## config.mk

```make
export PLATFORM = sky130hd
export DESIGN_NAME = timer_ctrl_flat
export DESIGN_NICKNAME = d
export VERILOG_FILES = /design/src/rtl/tmr_pkg.sv /design/src/rtl/timer_ctrl_if.sv /design/src/rtl/tmr_down_cnt.sv /design/src/rtl/timer_ctrl.sv /design/src/flat_wrapper.sv
export SDC_FILE = /design/constraint.sdc
export NUM_CORES = 1
export LEC_CHECK = 0
export CAP_MARGIN = 20
export CORE_MARGIN = 4
export CORE_UTILIZATION = 55
export DETAILED_ROUTE_END_ITERATION = 12
export PLACE_DENSITY = 0.83
export SYNTH_ARGS = -nofsm -noshare
export SYNTH_HDL_FRONTEND = slang
export SYNTH_SLANG_ARGS = --single-unit
```

## constraint.sdc

```tcl
create_clock -name clk -period 2.77 [get_ports clk]
set_input_delay 0.277 -clock clk [delete_from_list [all_inputs] [get_ports clk]]
set_output_delay 0.277 -clock clk [all_outputs]
set_load 0.005 [all_outputs]
```

## src/rtl/tmr_pkg.sv

```systemverilog
// rtl/tmr_pkg.sv - shared op-field positions and FSM state type for the delay timer.
package tmr_pkg;

  localparam int OP_ABORT_BIT    = 3;
  localparam int OP_PERIODIC_BIT = 2;
  localparam int OP_SCALE_LSB    = 0;
  localparam int OP_SCALE_MSB    = 1;

  typedef enum logic {
    IDLE = 1'b0,
    RUN  = 1'b1
  } tmr_state_t;

endpackage

```

## src/rtl/timer_ctrl_if.sv

```systemverilog
// rtl/timer_ctrl_if.sv - command/status bundle for timer_ctrl.
// cnt_q exists only when TMR_READBACK_EN is defined.
interface timer_ctrl_if #(
  parameter int DATA_W = 24,
  parameter int CNT_W  = 48
);

  logic              cs;
  logic [3:0]        op;
  logic [DATA_W-1:0] data_in;
  logic              rdy;
  logic              tick;
`ifdef TMR_READBACK_EN
  logic [CNT_W-1:0]  cnt_q;
`endif

  modport master (
    output cs, op, data_in,
    input  rdy, tick
`ifdef TMR_READBACK_EN
    , input cnt_q
`endif
  );

  modport slave (
    input  cs, op, data_in,
    output rdy, tick
`ifdef TMR_READBACK_EN
    , output cnt_q
`endif
  );

endinterface

```

## src/rtl/tmr_down_cnt.sv

```systemverilog
// rtl/tmr_down_cnt.sv - loadable down counter that holds at zero.
module tmr_down_cnt #(
  parameter int CNT_W = 48
) (
  input  logic             clk,
  input  logic             rst_n,
  input  logic             load,
  input  logic             ce,
  input  logic [CNT_W-1:0] value,
  output logic [CNT_W-1:0] q,
  output logic             zero
);

  always_ff @(posedge clk or negedge rst_n) begin
    if (!rst_n) begin
      q <= '0;
    end else if (load) begin
      q <= value;
    end else if (ce && (q != '0)) begin
      q <= q - CNT_W'(1);
    end
  end

  assign zero = (q == '0);

endmodule

```

## src/rtl/timer_ctrl.sv

```systemverilog
// rtl/timer_ctrl.sv - programmable down-count delay timer with prescale, auto-reload and abort.
// TMR_READBACK_EN adds the cnt_q readback of the running count.
module timer_ctrl #(
  parameter int DATA_W     = 24,
  parameter int CNT_W      = 48,
  parameter int SCALE_STEP = 8
) (
  input logic          clk,
  input logic          rst_n,
  timer_ctrl_if.slave  bus
);

  import tmr_pkg::*;

  if (CNT_W < DATA_W + 3 * SCALE_STEP) begin : g_width_chk
    $error("timer_ctrl: CNT_W too small for DATA_W plus maximum prescale shift");
  end

  tmr_state_t       state, next_state;
  logic             rdy_q, tick_q, tick_d;
  logic             periodic_q, periodic_d;
  logic [CNT_W-1:0] reload_q, reload_d;
  logic [CNT_W-1:0] scaled;
  logic [CNT_W-1:0] load_val;
  logic [CNT_W-1:0] cnt;
  logic             load, zero;
  logic             abort_cmd, load_cmd;

  // Prescale: shift the zero-extended count by code*SCALE_STEP, dropping bits beyond CNT_W.
  always_comb begin
    scaled = CNT_W'(bus.data_in) << (int'(bus.op[OP_SCALE_MSB:OP_SCALE_LSB]) * SCALE_STEP);
  end

  assign abort_cmd = bus.cs && bus.op[OP_ABORT_BIT];
  assign load_cmd  = bus.cs && !bus.op[OP_ABORT_BIT];

  tmr_down_cnt #(.CNT_W(CNT_W)) u_cnt (
    .clk   (clk),
    .rst_n (rst_n),
    .load  (load),
    .ce    (state == RUN),
    .value (load_val),
    .q     (cnt),
    .zero  (zero)
  );

  always_ff @(posedge clk or negedge rst_n) begin
    if (!rst_n) begin
      state      <= IDLE;
      rdy_q      <= 1'b1;
      tick_q     <= 1'b0;
      periodic_q <= 1'b0;
      reload_q   <= '0;
    end else begin
      state      <= next_state;
      rdy_q      <= (next_state == IDLE);
      tick_q     <= tick_d;
      periodic_q <= periodic_d;
      reload_q   <= reload_d;
    end
  end

  always_comb begin
    next_state = state;
    tick_d     = 1'b0;
    load       = 1'b0;
    load_val   = scaled;
    periodic_d = periodic_q;
    reload_d   = reload_q;
    case (state)
      IDLE: begin
        if (load_cmd) begin
          load       = 1'b1;
          reload_d   = scaled;
          periodic_d = bus.op[OP_PERIODIC_BIT];
          next_state = RUN;
        end
      end
      RUN: begin
        if (abort_cmd) begin
          load       = 1'b1;
          load_val   = '0;
          periodic_d = 1'b0;
          next_state = IDLE;
        end else if (load_cmd) begin
          // A load landing on an expiry still reports that expiry.
          tick_d     = zero;
          load       = 1'b1;
          reload_d   = scaled;
          periodic_d = bus.op[OP_PERIODIC_BIT];
        end else if (zero) begin
          tick_d = 1'b1;
          if (periodic_q) begin
            load     = 1'b1;
            load_val = reload_q;
          end else begin
            next_state = IDLE;
          end
        end
      end
      default: next_state = IDLE;
    endcase
  end

  assign bus.rdy  = rdy_q;
  assign bus.tick = tick_q;
`ifdef TMR_READBACK_EN
  assign bus.cnt_q = cnt;
`endif

endmodule

```

## src/flat_wrapper.sv

```systemverilog
// flat-port wrapper written by rule: the top's interface ports become plain ports
module timer_ctrl_flat import tmr_pkg::*;
#(
  parameter int DATA_W     = 24,
  parameter int CNT_W      = 48,
  parameter int SCALE_STEP = 8
)
  (clk, rst_n, bus_cs, bus_op, bus_data_in, bus_rdy, bus_tick);
  timer_ctrl_if #(.DATA_W(DATA_W), .CNT_W(CNT_W)) bus_i ();
  input logic clk;
  input logic rst_n;
  input wire logic [$bits(bus_i.cs)-1:0] bus_cs;
  input wire logic [$bits(bus_i.op)-1:0] bus_op;
  input wire logic [$bits(bus_i.data_in)-1:0] bus_data_in;
  output wire logic [$bits(bus_i.rdy)-1:0] bus_rdy;
  output wire logic [$bits(bus_i.tick)-1:0] bus_tick;
  assign bus_i.cs = bus_cs;
  assign bus_i.op = bus_op;
  assign bus_i.data_in = bus_data_in;
  assign bus_rdy = bus_i.rdy;
  assign bus_tick = bus_i.tick;
  timer_ctrl #(.DATA_W(DATA_W), .CNT_W(CNT_W), .SCALE_STEP(SCALE_STEP)) u_core (.clk(clk), .rst_n(rst_n), .bus(bus_i));
endmodule
```

==> metrics.txt, run 1 <==
die area=0.0125 mm^2; number of vias per cell=6.72; Routed wire per std cell=21.5 um; asr flop ratio synth=100%; Crit Path Max Fanout=22; PwrDens=560 mW/mm^2; Critical Path, Cell by Cell=or4_1 > nor4_4 > and4b_2 > buf_12 > and2_4 > buf_12 > nor2_1 > a21oi_1 > o22ai_1; total congestion overflow=0; ratio of cells with drive above 1 in the final layout=21.1%; Core Area=0.0104 mm^2; syn nets=720; Slew headroom=56.7%; most frequent cells in the layout=nand2_1, dfrtp_1, buf_4; fin cells=914; Mapped Area=0.00591 mm^2; cell area after layout=0.00721 mm^2; CP peak stage delay=0.58 ns; H-Tree Depth=3; RD Place Congestion=0.959; largest net degree at the start of global routing=85; dpl cell area=0.00676 mm^2; first-pass GRT wire length=30.5 mm; Fin. Hold Viols=0; Worst-Margin Slew=0.647 ns; CTS root buffer=clkbuf_8; Rows=37; initial antenna violation count=0; IO Pins=33; Pwr Total=4.04 mW; Final ANT Viol Nets=0; count of cell types in the netlist=70; starting density of the core=57.0%; Avg Cell Area, Syn=8.60 um^2; starting DRC count in detailed routing=824; max frequency=362 MHz; clock buffer count from CTS=9; Yosys reg bits=100; diode count=0; clk_lat worst skew=0.37 ns; WS Path Type=reg2reg; Area Overhead vs Synth=22.1%; Die Y=112 um; Mapped Cells=687; commonest non-fill, non-tap cell in the layout=nand2_1; clock slew at reported path FFs=0.10 ns; status=complete, no violations; TritonCTS clock tree=yes; unrepaired setup endpoints after global routing=yes; cell with the largest stage delay on the worst path=or4_1; Final Util=69.5%; Final period util=99.7%; Main synth FF type=dfrtp_1; share of the yosys chip area belonging to registers=42.4%; minimum clock period=2.76 ns; cell mode on critical path=buf_12; Worst Clk Skew=0.00879 ns; vias=6139; hold crit path type=in2async; leakage power=3.19 nW; fill count=803; vias in the first global route=5655; Initial DRT Pass Iterations=7; hpwl dp=14.1 mm; CTS sink count=100; setup violators final=0; DRC Markers=0; CP endpoint kind=flip-flop; port bufs=32; maximum vdd ir drop=0.316 mV; die width=112 um; EDFF count, synth=0; maxcap violations=0; Routed WL=19.7 mm; placed instance count=885; Ys Warns=0; WP data required=3.02 ns; Max Buffers Root-to-Sink=2; GRT Overall Usage=30.8%; Worst setup SP type=flip-flop; Nets=807; data arrival time of the worst path=3.01 ns; Pins Over Slew Limit=0
==> synthesized netlist by cell type (all sizes together), types with 13 or more instances <==
library cell,number,area [um^2]
buf,13,86.3
a21oi,37,185
o22ai,13,81.3
clkbuf,31,120
a22oi,19,143
nand3,20,100
nor2,41,156
nor3,26,130
nor4,22,159
mux2,16,180
nand2,109,412
o21ai,85,425
dfrtp,99,2480
==> where the power goes <==
group	internal, mW	leakage, nW	switching [mW]	total (mW)
registers	1.66	1.30	0.195	1.86
logic	0.583	1.80	0.719	1.30
clock network	0.368	0.0872	0.510	0.878
total	2.61	3.19	1.42	4.04
==> sequential cells by signal, indices dropped and copies added (netlist names) <==
| name | cells |
|---|---|
| u_core.bus.tick | 1 |
| u_core.state | 1 |
| u_core.reload_q | 48 |
| u_core.u_cnt.q | 48 |
| u_core.periodic_q | 1 |
| u_core.bus.rdy | 1 |
==> worst max-delay path: cells and delay by family, from the launching register on <==
family                 cells  cell delay, ns
flip-flops                 1            0.43
buffers and inverters      2            0.28
AND/OR/NAND/NOR            5            1.47
AO/OA/AOI/OAI              2            0.46
==> final cells by class <==
class	instances	area (um^2)	area share [%]
tap	136	170	2.36
clock buffer	11	151	2.10
multi-input combinational	534	3280	45.5
inverter	9	33.8	0.469
timing repair buffer	120	1040	14.4
sequential	100	2500	34.7
clock inverter	4	25.0	0.347
==> cell families after synthesis <==
logic type                 after synthesis  share of synthesized area [%]
AOI/OAI and AO/OA                      221                           23.7
xor gates and xnor gates                 9                           1.33
adders and majority gates                2                          0.424
buffers and inverters                   53                           4.07
DFF                                    100                           42.4
muxes                                   25                           4.58
and+or+nand+nor                        277                           23.5
==> per-stage QoR <==
step	setup TNS, ns	hold slack (ns)	setup WS (ns)
3_3_place_gp	-0.0263	0.460	-0.0240
5_1_grt	-0.222	0.361	-0.0594
2_1_floorplan	0	-0.0186	0.0957
4_1_cts	0	0.141	0.000375
3_5_place_dp	-0.789	0.466	-0.0748
6_report	0	0.348	0.00800
==> worst paths after layout <==
kind	startpoint	endpoint	slack, ns	cells after the start
max	u_core.u_cnt.q[44]$_DFFE_PN0P_	u_core.u_cnt.q[15]$_DFFE_PN0P_	0.008	9
min	rst_n	u_core.reload_q[2]$_DFFE_PN0P_	0.35	2
max reg2reg	u_core.u_cnt.q[44]$_DFFE_PN0P_	u_core.u_cnt.q[15]$_DFFE_PN0P_	0.008	9
min reg2reg	u_core.reload_q[42]$_DFFE_PN0P_	u_core.reload_q[42]$_DFFE_PN0P_	0.48	1
max in group asynchronous	rst_n	u_core.reload_q[11]$_DFFE_PN0P_	1.59	4
min in group clk	u_core.reload_q[42]$_DFFE_PN0P_	u_core.reload_q[42]$_DFFE_PN0P_	0.48	1
==> routing by layer <==
layer | up-vias | GRT usage, % | part of all wire, %
li1 | 2716 | - | -
met1 | 2891 | 43.7 | 39
met2 | 462 | 46.4 | 45
met3 | 70 | 6.36 | 12
met4 | 0 | 12.2 | 3.9
met5 | - | 0 | 0
==> what timing repair did <==
action	CTS	global route
gates cloned	0	1
setup buffers	1	10
endpoints found under the hold margin	0	20
setup endpoints to repair	34	40
pin swaps	2	7
gates resized for setup	4	26
hold buffers	0	1
Note: power is estimated with default switching activity, not from simulation.
==> inputs of run 2 (changes only) <==
- CTS_CLUSTER_DIAMETER: not set -> 50
==> results of run 2 <==
The final DEF is identical to that of run 1; final timing and power are the same.
